**src/rtl/clock_step_scheduler.sv**
```systemverilog
// Run/halt/single-step controller: issues a one-cycle cpu_en pulse every limit_q+1 clkin cycles
// while running, or one pulse per step_req rising edge while halted. Optional macro: CYCLE_COUNT_EN.
module clock_step_scheduler #(
    parameter int DIV_W         = 32,
    parameter int DEFAULT_LIMIT = 10,
    parameter int CNT_W         = 32
) (
    input  logic             clkin,
    input  logic             clr_n,
    input  logic             run_req,
    input  logic             halt_req,
    input  logic             step_req,
    input  logic             div_load,
    input  logic [DIV_W-1:0] div_limit,
    output logic             cpu_en,
    output logic             running,
    output logic             busy,
    output logic [DIV_W-1:0] limit_q,
    output logic [CNT_W-1:0] cycle_count
);

    typedef enum logic [1:0] {
        HALT = 2'd0,
        RUN  = 2'd1,
        STEP = 2'd2
    } state_t;

    state_t           state, state_nx;
    logic [DIV_W-1:0] cnt, cnt_nx, limit_nx;
    logic             en_nx;
    logic             step_q;
    logic             step_rise;

    assign step_rise = step_req & ~step_q;

    always_comb begin
        // NOTE: every output of this block gets a default first, so no path can infer a latch.
        state_nx = state;
        cnt_nx   = cnt;
        en_nx    = 1'b0;
        limit_nx = limit_q;
        case (state)
            HALT: begin
                cnt_nx = '0;
                // The new limit lands on the same edge that starts a run/step, so it governs it.
                if (div_load) limit_nx = div_limit;
                if (!halt_req) begin
                    if (step_rise)    state_nx = STEP;
                    else if (run_req) state_nx = RUN;
                end
            end
            RUN, STEP: begin
                if (halt_req) begin
                    state_nx = HALT;
                    cnt_nx   = '0;
                end else if (cnt == limit_q) begin
                    cnt_nx = '0;
                    en_nx  = 1'b1;
                    if (state == STEP) state_nx = HALT;
                end else begin
                    cnt_nx = cnt + DIV_W'(1);
                end
            end
            default: begin
                state_nx = HALT;
                cnt_nx   = '0;
            end
        endcase
    end

    always_ff @(posedge clkin or negedge clr_n) begin
        if (!clr_n) begin
            state   <= HALT;
            cnt     <= '0;
            cpu_en  <= 1'b0;
            running <= 1'b0;
            busy    <= 1'b0;
            limit_q <= DIV_W'(DEFAULT_LIMIT);
            // step_q starts high so a step_req held through reset is not seen as an edge.
            step_q  <= 1'b1;
        end else begin
            // NOTE: non-blocking assignments keep all state updates simultaneous at the edge.
            state   <= state_nx;
            cnt     <= cnt_nx;
            cpu_en  <= en_nx;
            running <= (state_nx == RUN);
            busy    <= (state_nx != HALT);
            limit_q <= limit_nx;
            step_q  <= step_req;
        end
    end

`ifdef CYCLE_COUNT_EN
    always_ff @(posedge clkin or negedge clr_n) begin
        if (!clr_n)      cycle_count <= '0;
        else if (cpu_en) cycle_count <= cycle_count + CNT_W'(1);
    end
`else
    assign cycle_count = '0;
`endif

endmodule

```
**config.mk**
```make
export PLATFORM = sky130hd
export DESIGN_NAME = clock_step_scheduler
export DESIGN_NICKNAME = d
export VERILOG_FILES = /design/src/rtl/clock_step_scheduler.sv
export SDC_FILE = /design/constraint.sdc
export NUM_CORES = 1
export LEC_CHECK = 0
export BUFFER_PORTS_ARGS = -buffer_cell sky130_fd_sc_hd__buf_2
export CAP_MARGIN = 25
export CORE_MARGIN = 4
export CORE_UTILIZATION = 43
export CTS_CLUSTER_SIZE = 8
export DETAILED_ROUTE_END_ITERATION = 10
export PLACE_DENSITY = 0.78
export SETUP_SLACK_MARGIN = 0.02
export SLEW_MARGIN = 30
export SYNTH_ARGS = -nofsm -noshare
export SYNTH_HDL_FRONTEND = slang
export SYNTH_SLANG_ARGS = --single-unit
```
**constraint.sdc**
```tcl
create_clock -name clkin -period 3.25 [get_ports clkin]
set_input_delay 0.325 -clock clkin [delete_from_list [all_inputs] [get_ports clkin]]
set_output_delay 0.325 -clock clkin [all_outputs]
set_load 0.05 [all_outputs]
```
# [Yosys cells after proc, flatten, opt, wreduce, memory -nomap -nowiden]
# Index checks and enable logic that the tools add are counted.
[word_totals] ff_bits=70 latch_bits=0 ram_bits=0 mem_bits_ro=0 out_inout_bits=67 wordCells=31 n_memories=0
[classes] addsub=1 n_mul=0 div_mod_pow=0 order_cmp=0 eq_ne=4 shift=0 n_mux=13 bitwise=2 reduce_logical=4
[op_table] op="32-bit two-way mux" count=3
[op_table] op="32-bit by 1-bit adder with 32-bit output (second input constant)" count=1
[op_table] op="32-bit equality test" count=1
[op_table] op="2-bit two-way mux" count=6
[op_table] op="2-bit by 1-bit equality test with 1-bit output (second input constant)" count=2
[op_table] op="2-bit one-hot mux with 2 select lines" count=1
[op_table] op="1-bit two-way mux" count=3
[op_table] op="2-bit equality test (second input constant)" count=1
[op_table] op="2-bit logical NOT" count=1
[op_table] op="2-bit AND reduction" count=1
[op_table] op="2-bit nonzero test" count=1
[op_table] op="2-bit OR reduction" count=1
[op_table] op="1-bit AND" count=1
[op_table] op="1-bit NOT" count=1

# [Longest topological paths before layout]
[depth] ltp_word=6 ltp_mapped=8 ltp_nobuf=7

# [Worst setup path after synthesis]
# OpenSTA, ideal clock, no wires.
[synth_path] path_type="register to register" from="reg limit_q[31]" to="reg running" arrival_ns=1.773 required_ns=3.119 slack_ns=1.345 stages_incl_launch_ff=7 n_path_buf=0 synth_period_minus_slack_ns=1.905 cell_sequence="dfrtp_1 xnor2_1 nand4_1 nor4_1 nand2_1 mux2_2 nor4b_1"
[synth_via] elab_chain_cells=5
[synth_lines] element="start, declared" line="18" rtl="output logic [DIV_W-1:0] limit_q,"
[synth_lines] element="start signal, assigned" line="78" rtl="limit_q <= DIV_W'(DEFAULT_LIMIT);"
[synth_lines] element="start signal, assigned" line="88" rtl="limit_q <= limit_nx;"
[synth_lines] element="32-bit equality test" line="56" rtl="end else if (cnt == limit_q) begin"
[synth_lines] element="2-bit two-way mux" line="56"
[synth_lines] element="2-bit two-way mux" line="53" rtl="if (halt_req) begin"
[synth_lines] element="2-bit one-hot mux with 2 select lines" line="42" rtl="case (state)"
[synth_lines] element="2-bit by 1-bit equality test with 1-bit output" line="86" rtl="running <= (state_nx == RUN);"
[synth_lines] element="end signal, assigned" line="86"
[synth_lines] element="end, declared" line="16" rtl="output logic running,"
# Every way passes these cells.
# A chain may end at the register's enable or synchronous reset.

# [Worst setup path after layout]
[layout_path] from="reg cnt[27]" to="reg cnt[6]"
[layout_via] elab_chain_cells=4
[layout_lines] element="start, declared" line="29" rtl="logic [DIV_W-1:0] cnt, cnt_nx, limit_nx;"
[layout_lines] element="start signal, assigned" line="84" rtl="cnt <= cnt_nx;"
[layout_lines] element="32-bit equality test" line="56"
[layout_lines] element="32-bit two-way mux" line="56"
[layout_lines] element="32-bit two-way mux" line="53"
[layout_lines] element="32-bit two-way mux" line="42"
[layout_lines] element="via cnt_nx[6]" line="29"
# The timed path passes the listed nets, and every way through them passes these cells.

==> summary.txt <==
Timing
  – Minimum clock period: 2060 ps
  – Setup violators final: 0
  – Max-slew violations: 0
  – F_max: 485 MHz
  – Final hold violation count: 4
  – Final hold slack: -3.20 ps
  – Period utilization: 63.5%
  – Skew final: 7.92 ps
  – Worst-margin pin slew: 745 ps
  – RSZ-0062 raised after global routing: no
  – Max_slew headroom: 50.2%
  – Fin Setup TNS: 0 ps

Floorplan
  – Die height: 99.9 µm
  – Chip Width: 99.9 µm
  – Core area: 8220 µm²
  – Row count: 33
  – Die area: 9970 µm²
  – Initial core utilization: 44.2%
  – IO Pins: 105

Critical path
  – Slowest cell delay on critical path: 430 ps
  – Reg2reg end: cnt[6]$_DFF_PN0_
  – R2R depth: 7
  – Critical Path, Cell by Cell: xnor2_1, nand4_1, nor4_1, nand2_1, nand2_1, buf_4, nor2_1
  – Kind of critical path: register to register
  – Worst setup EP type: register
  – Crit start category: register
  – Worst r2r src: cnt[27]$_DFF_PN0_
  – Required @ worst endpoint: 3460 ps
  – Critical Path Start: cnt[27]$_DFF_PN0_
  – Critical Path End: cnt[6]$_DFF_PN0_
  – Crit path max fanout: 31
  – Crit path top cell by count: nand2_1
  – Crit path DAT: 2270 ps
  – Slowest-stage cell, CP: dfrtp_1
  – FF-to-FF setup slack: 1190 ps

Synth
  – Area contributors post-synth: dfrtp_1 46%, xnor2_1 11%, mux2_2 10%, buf_4 6.6%, xor2_1 4.3%
  – Mean post-synth cell area: 11.1 µm²
  – Synth Register Bits: 70
  – Yosys top cell area share: 46.2%
  – Sequential share of the synthesized area: 48.4%
  – Most used DFF post-synth: dfrtp_1
  – Fraction of registers with async set/reset: 100%
  – Post-synth EDFFs: 0
  – Syn Std Cell Area: 3630 µm²
  – Dominant cell by count in the synthesized netlist: dfrtp_1
  – Synth unique cells: 35
  – Synth Instances: 328
  – Leading area contributor after synthesis: dfrtp_1
  – Top cells by instance count after synthesis: 67 x dfrtp_1, 44 x xnor2_1, 38 x nor2_1
  – Yosys warning total: 0

Clocking
  – Worst skew pair latency: 340 ps
  – Root buf cell: clkbuf_8
  – # hold bufs at CTS: 0
  – # H-tree levels: 3
  – CTS sink cnt: 70
  – Post-CTS resize count: 0
  – # Post-CTS Setup Buffers: 0
  – CTS Buf Count: 9
  – Reg clk slew, reported paths: 70 ps
  – CTS Buffer Depth: 2
  – CTS tree: built

Global routing
  – Vias in the first global route: 2595
  – Largest net degree at the start of global routing: 32
  – Initial antenna violation count: 0
  – All-Layer GR Usage: 15.8%
  – First-pass GRT wire length: 12400 µm
  – Remaining global-route overflow: 0

Detailed routing
  – Antenna Nets Post-Route: 0
  – DRC violations left: 0
  – Via count: 2489
  – Final wirelength: 7520 µm
  – DRT iter0 DRCs: 133
  – DR vias/cell: 4.82
  – Drt wl/cell: 14.6 µm
  – Drt first pass iters: 4

Cells and area
  – Layout Cells excl Fill: 516
  – Layout Area Growth over Synthesis: 15.1%
  – N_diodes: 0
  – Ratio of cells with drive above 1 in the final layout: 33.1%
  – Final #Nets: 450
  – Fillers: 753

Pwr
  – Worst vdd ir: 0.712 mV
  – Pleak: 0.00184 µW
  – Cell area power density: 922 nW/µm²

Placement
  – Placed Cells incl. Taps: 501
  – Estimated wirelength of the detail-placed design: 5830 µm
  – Port Buffers: 72
  – GP Congestion: 0.845

Status
  – Failing checks: negative hold slack
  – Status: finished, violations left

Flow run
  – Max_cap viols: 0

Min path
  – Hold Crit Class: input port to async pin
cell usage in the layout (no fill, tap or decap), drive strengths merged:
cell type	synthesis	final
xnor2	44	44
o32ai	1	1
or2	1	1
and2	2	2
buf	39	76
nor4b	1	1
nor3	2	2
clkinv	0	1
nand4	15	15
a21oi	1	1
nor2	43	43
o21a	1	1
dfstp	3	3
nor3b	1	1
or3	1	1
nand3	9	9
and4	2	2
nand2	19	19
ha	5	5
a31oi	2	2
dfrtp	67	67
and3	8	8
xor2	18	18
clkbuf	0	14
nor2b	2	2
inv	4	4
mux2	33	33
conb	1	32
nor4	3	3
state kept, by name, indices dropped and copies added (netlist names):
name / flops
running: 1
step_q: 1
state: 2
limit_q: 32
cnt: 32
cpu_en: 1
busy: 1
per-layer routing:
metal / track usage [%] / part of all wire, %
met1: 20.8 / 43
met2: 25.2 / 47
met3: 3.20 / 7.1
met4: 6.93 / 2.4
met5: 0 / 0
where the power goes:
part	total (µW)	leakage (µW)	switching (µW)	internal (µW)
combinational	1880	0.000861	1300	582
sequential	1350	0.000894	234	1120
clock	611	0.0000865	297	315
total	3850	0.00184	1830	2020
how the worst min path moves through the flow:
stage               startpoint                       to  slack (ps)  cells after the start
CTS                      clr_n  limit_q[20]$_DFFE_PN0P_          10                      1
finish                   clr_n        cnt[15]$_DFF_PN0_          -3                      1
detailed placement       clr_n  limit_q[13]$_DFFE_PN0P_         380                      1
global route             clr_n        cnt[15]$_DFF_PN0_          50                      1
floorplan                clr_n           busy$_DFF_PN0_          30                      0
global placement         clr_n  limit_q[13]$_DFFE_PN0P_         380                      1
critical path, delay by kind of cell (launching register included):
family,cells,cell delay [ps]
flip-flops,1,430
XOR/XNOR,1,290
AND/OR/NAND/NOR,5,880
buffers and inverters,1,320
metrics by stage:
step	util, %	hold slack [ps]	total power, µW	area [µm²]	setup slack, ps
detailed placement	48.8	381	3270	4010	1210
CTS	50.8	11.9	3890	4180	1200
global placement	48.8	376	3240	4010	1250
floorplan	-	29.4	2810	3740	1350
global route	50.8	46.6	4050	4180	1020
finish	50.8	-3.20	3850	4180	1190
logic make-up after synthesis:
family | Yosys count | share of synthesized area, %
buffers and inverters | 43 | 7.90
XOR/XNOR | 62 | 15.0
other | 1 | 0.103
multiplexers | 33 | 10.2
adder cells (fa/ha/maj) | 5 | 1.72
flip-flops | 70 | 48.4
AND/OR/NAND/NOR | 109 | 15.8
AO/OA/AOI/OAI | 5 | 0.931
layout make-up:
cell class / count / area (µm²) / share of cell area [%]
multi-input cells: 246 / 1700 / 40.8
clock buffers: 14 / 163 / 3.90
repair buffers: 76 / 403 / 9.65
inverters: 4 / 15.0 / 0.360
well taps: 105 / 131 / 3.15
clock inverters: 1 / 5.00 / 0.120
flip-flops and latches: 70 / 1760 / 42.0
Power figures use the tool's default switching activity.
